### src/rtl/usr_pkg.sv
// Mode encodings and helpers for universal_shift_register.
// USR_ARITH_SHIFT_EN turns mode 110 into an arithmetic right shift.
package usr_pkg;

   localparam logic [2:0] MODE_HOLD = 3'b000;
   localparam logic [2:0] MODE_LOAD = 3'b001;
   localparam logic [2:0] MODE_SHL  = 3'b010;
   localparam logic [2:0] MODE_SHR  = 3'b011;
   localparam logic [2:0] MODE_ROL  = 3'b100;
   localparam logic [2:0] MODE_ROR  = 3'b101;
   localparam logic [2:0] MODE_ASR  = 3'b110;
   localparam logic [2:0] MODE_CLR  = 3'b111;

   function automatic logic is_shift_mode(input logic [2:0] m);
      logic r;
      r = (m == MODE_SHL) || (m == MODE_SHR) ||
          (m == MODE_ROL) || (m == MODE_ROR);
`ifdef USR_ARITH_SHIFT_EN
      r = r || (m == MODE_ASR);
`endif
      return r;
   endfunction

   function automatic logic is_clear_mode(input logic [2:0] m);
      return (m == MODE_LOAD) || (m == MODE_CLR);
   endfunction

endpackage

### src/rtl/usr_shift_counter.sv
// Saturating count of shift/rotate ops since the last load/clear.
// o_done is a level that stays high while the count sits at N.
module usr_shift_counter
   import usr_pkg::*;
#(
   parameter int  N  = 4,
   localparam int CW = $clog2(N + 1)
) (
   input  logic          clk,
   input  logic          rst,
   input  logic          i_clear,
   input  logic          i_inc,
   output logic [CW-1:0] o_cnt,
   output logic          o_done
);

   logic [CW-1:0] r_cnt;
   logic          w_sat;

   assign w_sat = (r_cnt == CW'(N));

   always_ff @(posedge clk) begin
      if (rst) begin
         r_cnt <= '0;
      end else if (i_clear) begin
         r_cnt <= '0;
      end else if (i_inc && !w_sat) begin
         r_cnt <= r_cnt + 1'b1;
      end
   end

   assign o_cnt  = r_cnt;
   assign o_done = w_sat;

endmodule

### src/rtl/universal_shift_register.sv
// N-bit register with hold/load/shift/rotate/clear and a serializer count.
// Define USR_ARITH_SHIFT_EN to make mode 110 an arithmetic right shift.
module universal_shift_register
   import usr_pkg::*;
#(
   parameter int  N  = 4,
   localparam int CW = $clog2(N + 1)
) (
   input  logic          clk,
   input  logic          rst,
   input  logic [2:0]    mode,
   input  logic [N-1:0]  D,
   input  logic          sin_l,
   input  logic          sin_r,
   output logic [N-1:0]  Q,
   output logic          sout_l,
   output logic          sout_r,
   output logic [CW-1:0] cnt,
   output logic          shift_done
);

   logic [N-1:0] r_q;
   logic [N-1:0] w_q_nxt;
   logic         w_clear;
   logic         w_inc;

   always_comb begin
      w_q_nxt = r_q;
      unique case (mode)
         MODE_HOLD: w_q_nxt = r_q;
         MODE_LOAD: w_q_nxt = D;
         MODE_SHL:  w_q_nxt = {r_q[N-2:0], sin_r};
         MODE_SHR:  w_q_nxt = {sin_l, r_q[N-1:1]};
         MODE_ROL:  w_q_nxt = {r_q[N-2:0], r_q[N-1]};
         MODE_ROR:  w_q_nxt = {r_q[0], r_q[N-1:1]};
`ifdef USR_ARITH_SHIFT_EN
         MODE_ASR:  w_q_nxt = {r_q[N-1], r_q[N-1:1]};
`else
         MODE_ASR:  w_q_nxt = r_q;
`endif
         MODE_CLR:  w_q_nxt = '0;
      endcase
   end

   always_ff @(posedge clk) begin
      if (rst) begin
         r_q <= '0;
      end else begin
         r_q <= w_q_nxt;
      end
   end

   assign w_clear = is_clear_mode(mode);
   assign w_inc   = is_shift_mode(mode);

   usr_shift_counter #(.N(N)) u_cnt (
      .clk     (clk),
      .rst     (rst),
      .i_clear (w_clear),
      .i_inc   (w_inc),
      .o_cnt   (cnt),
      .o_done  (shift_done)
   );

   assign Q      = r_q;
   assign sout_l = r_q[N-1];
   assign sout_r = r_q[0];

endmodule
### config.mk
export PLATFORM = sky130hd
export DESIGN_NAME = universal_shift_register
export DESIGN_NICKNAME = d
export VERILOG_FILES = /design/src/rtl/usr_pkg.sv /design/src/rtl/usr_shift_counter.sv /design/src/rtl/universal_shift_register.sv
export SDC_FILE = /design/constraint.sdc
export NUM_CORES = 1
export LEC_CHECK = 0
export CAP_MARGIN = 15
export CORE_MARGIN = 10
export CORE_UTILIZATION = 30
export CTS_BUF_LIST = sky130_fd_sc_hd__clkbuf_16
export CTS_CLUSTER_SIZE = 40
export DETAILED_ROUTE_END_ITERATION = 16
export GPL_ROUTABILITY_DRIVEN = 0
export PLACE_DENSITY_LB_ADDON = 0.15
export SLEW_MARGIN = 20
export SYNTH_ARGS = -nofsm -noshare
export SYNTH_HDL_FRONTEND = slang
export SYNTH_SLANG_ARGS = --single-unit
### constraint.sdc
create_clock -name clk -period 1.4 [get_ports clk]
set_input_delay 0.28 -clock clk [delete_from_list [all_inputs] [get_ports clk]]
set_output_delay 0.28 -clock clk [all_outputs]
set_load 0.005 [all_outputs]
# Word level (Yosys, flattened, before mapping)
# Cells that the tools add are included.
# Widths: inputs -> output; s select.
# totals
inputBits	11
out_inout_bits	10
wordCells	21
ff_bits	7
# op_classes
n_mux	1
n_eq_ne	8
n_reduce_logical	9
n_addsub	1
# op_table
cell	count
$pmux 4 s6	1
$eq 3x3->1 const B	5
$eq 3x2->1 const B	2
$logic_or 1x1->1	4
$reduce_or 2->1	2
$add 3x1->3 const B	1
$eq 3x1->1 const B	1
$logic_not 3->1	1
$logic_and 1x1->1	1
$logic_not 1->1	1

# Logic depth before layout (Yosys ltp)
# logic_depth
depth_word	5
mapped_depth	6
ltp_nobuf	6

# Cells and area by module
# A second synthesis with hierarchy kept.
# hier_totals
hier_cells	61
area_unflattened_um2	521.8
# by_module_without_submodules
module	seq_area_each_um2	cells_each	n_inst	area_per_inst_um2
universal_shift_register	80.1	43	1	334.1
usr_shift_counter	60.1	18	1	187.7

# Worst setup path before layout
# Ideal clock, no wire load.
# synth_path
path_type	input port to flip-flop
startpoint	input port mode[2]
endpoint	register r_q[0], in the netlist Q[0]
path_slack_ps	193
path_buffers	1
cell_stages	5
setup_time_ps	66
t_arrival_ps	1141
required_time_ps	1334
cell_sequence	buf_6 nor3b_1 a211o_1 a211o_1 a21oi_2
# synth_via
elab_chain_cells	2
elab_cells_between_ends	10
classes_between	7 x eq/ne; 1 x mux; 2 x reduce/logical
# synth_lines
item	line	text
start, declared	universal_shift_register.sv:11	input logic [2:0] mode,
$eq 3x3->1, or another cell as far along	universal_shift_register.sv:29	unique case (mode)
$pmux 4 s6 or $reduce_or 2->1 (tied branches)	n/a	
end signal, assigned	universal_shift_register.sv:49	r_q <= w_q_nxt;
end, declared	universal_shift_register.sv:22	logic [N-1:0] r_q;
# Several ways; a longest one is shown, not always the timed one.
# A chain may end at the register's enable or synchronous reset.

# Worst setup path after layout
# layout_path
startpoint	register r_q[2], in the netlist Q[2]
endpoint	output port Q[2]
# layout_rtl
item	line	text
end, declared	universal_shift_register.sv:15	output logic [N-1:0] Q,
# No word-level cell between the ends.

==> results.txt <==
status: complete, no violations
Static Leak: 0.421 nW
global-route wire length before repair: 2400 µm
RSZ-0062 raised after global routing: false
power per cell area: 1020 nW/µm²
H-tree levels: 1
final hold violation count: 0
Starting Density: 32.9%
CTS tree: built
dpl ws: -0.362 ns
sequential element share of the synthesized area: 27.0%
non-filler cells, final: 113
Synth warnings: 0
Synth Net Count: 74
Longest Clk Path Bufs: 2
dpl hpwl: 1180 µm
clk_skew: 0.000703 ns
synth cell count leaders: dfxtp_1 (7), inv_1 (7), a21oi_1 (6)
Reg clk slew, reported paths: 0.04 ns
WL per Instance: 12.7 µm
FP Rows: 14
Initial DRC Count: 9
grt total ovfl: 0
relative slew slack: 82.8%
Worst path slowest cell: clkdlybuf4s50_1
WL final: 1430 µm
Post-Syn Area: 519 µm²
critical path data required time: 1.12 ns
Final Setup Violations: 0
total die area: 3800 µm²
kind of critical path: flip-flop to output pin
Inserted Clock Buffers: 3
Crit path largest cell delay: 0.51 ns
Synth area leaders: dfxtp_1 (27%), a21oi_1 (5.8%), xor2_4 (5.3%), inv_1 (5.1%), ha_1 (4.8%)
io pins: 21
Top Family by Delay on Critical Path: buffers and inverters
Core Box Area: 1580 µm²
post-placement cell area: 802 µm²
Power, Total: 0.925 mW
Worst setup SP type: flip-flop
routed vias/inst: 4.83
placed instance count: 106
Filler cells: 147
GRT Util Overall: 8.39%
final worst path period need: 1.36 ns
Syn Area/Cell: 8.51 µm²
fin worst setup slack: 0.0357 ns
Yosys top cell area share: 27.0%
Post-DRT Antenna Nets: 0
I/O Buffers: 20
ratio of cells with drive above 1 in the final layout: 35.1%
Hold Buf Count CTS: 0
initial antenna violation count: 0
Die Ht: 61.6 µm
post-synthesis register bit count: 7
area delta synth->final: 74.2%
nets: 111
Vias: 546
drt first pass iters: 4
largest net degree at the start of global routing: 9
leading register cell type out of synthesis: dfxtp_1
Peak Freq: 0.733 GHz
Post-Synthesis Cells: 61
CP bufs+invs: 1
period utilisation layout: 97.5%
Worst EP arrival: 1.08 ns
final instance area: 905 µm²
Sink Count: 7
CP max FO: 4
Post-route DRC: 0
number of max-cap violations: 0
HP Class: flip-flop to flip-flop
maximum VDD drop: 0.879 mV
worst path cell trace: clkdlybuf4s50_1
Worst Tran Pin Value: 0.257 ns
post-synthesis cell type count: 28
Slew Viols, Final: 0
cell taking the most area after synthesis: dfxtp_1
Synth async-reset ratio: 0%
Clock Root Buffer: clkbuf_16
vias in the first global route: 539
diodes inserted: 0
clk_lat worst skew: 0.23 ns
Post-synth EDFFs: 0
CP endpoint kind: output pin
Chip Width: 61.6 µm
final timing paths:
path | from | depth (start not counted) | slack, ns | end
worst max register to register | u_cnt.o_cnt[0] | 7 | 0.22 | u_cnt.o_cnt[0]
worst min register to register | Q[0] | 2 | 0.50 | Q[0]
worst max-delay path | Q[2] | 1 | 0.04 | Q[2]
worst min-delay path | Q[0] | 2 | 0.50 | Q[0]
sequential cells by signal, summed over array words and instances, names as in the netlist:
signal       flops
u_cnt.o_cnt      3
Q                4
metrics by stage:
stage | hold WS, ns | setup TNS, ns | utilization [%]
after floorplan | 0.477 | 0 | -
after global placement | 0.487 | -2.01 | 50.9
after detailed placement | 0.496 | -2.15 | 50.9
after CTS | 0.499 | -0.0103 | 57.5
after global routing | 0.537 | 0 | 57.4
final | 0.500 | 0 | 57.4
layout by cell type, fill, tap and decap left out, drive strengths merged:
cell            n
buf            18
nand2           4
dlygate4sd2     9
mux2i           1
a221oi          1
nor3            3
a211oi          1
a21oi           7
xor2            1
a31oi           2
nor2            5
nand3b          1
dfxtp           7
o211ai          1
a211o           2
clkdlybuf4s50  10
nor4            1
and4b           1
nand3           1
clkbuf          4
inv             8
nor3b           1
o41ai           1
ha              2
o21ai           2
o22ai           2
a32oi           1
cell families (layout without fill, tap and decap cells):
logic type               after synthesis  after routing  share of synthesized area, %
adder cells (fa/ha/maj)                2              2                          4.82
buffers and inverters                 13             49                          14.7
flip-flops                             7              7                          27.0
multiplexers                           1              1                          1.93
AO/OA/AOI/OAI                         20             20                          28.2
AND/OR/NAND/NOR                       17             17                          18.1
XOR/XNOR                               1              1                          5.30
timing repair:
action	CTS	global route
gates resized for setup	17	3
buffers inserted	3	0
setup endpoints to repair	16	1
hold endpoints to repair	0	0
pin swaps	2	1
power breakdown:
| part | internal [mW] | total, mW | switching (mW) |
|---|---|---|---|
| sequential | 0.218 | 0.231 | 0.0126 |
| clock | 0.371 | 0.476 | 0.105 |
| combinational | 0.127 | 0.218 | 0.0913 |
| total | 0.716 | 0.925 | 0.209 |
layer usage:
metal  part of all wire, %  track usage, %
met1                    42            9.34
met2                    47            13.0
met3                   9.8            5.56
met4                   1.1            1.91
met5                     0               0
final cells by class:
cell class                 instances  area, µm²  share of cell area, %
clock inverter                     1       3.75                  0.415
sequential                         7        145                   16.0
tap                               16       20.0                   2.21
timing repair buffer              38        327                   36.1
multi-input combinational         41        308                   34.0
clock buffer                       3       75.1                   8.30
inverter                           7       26.3                   2.90
Note: power is estimated with default switching activity, not from simulation.
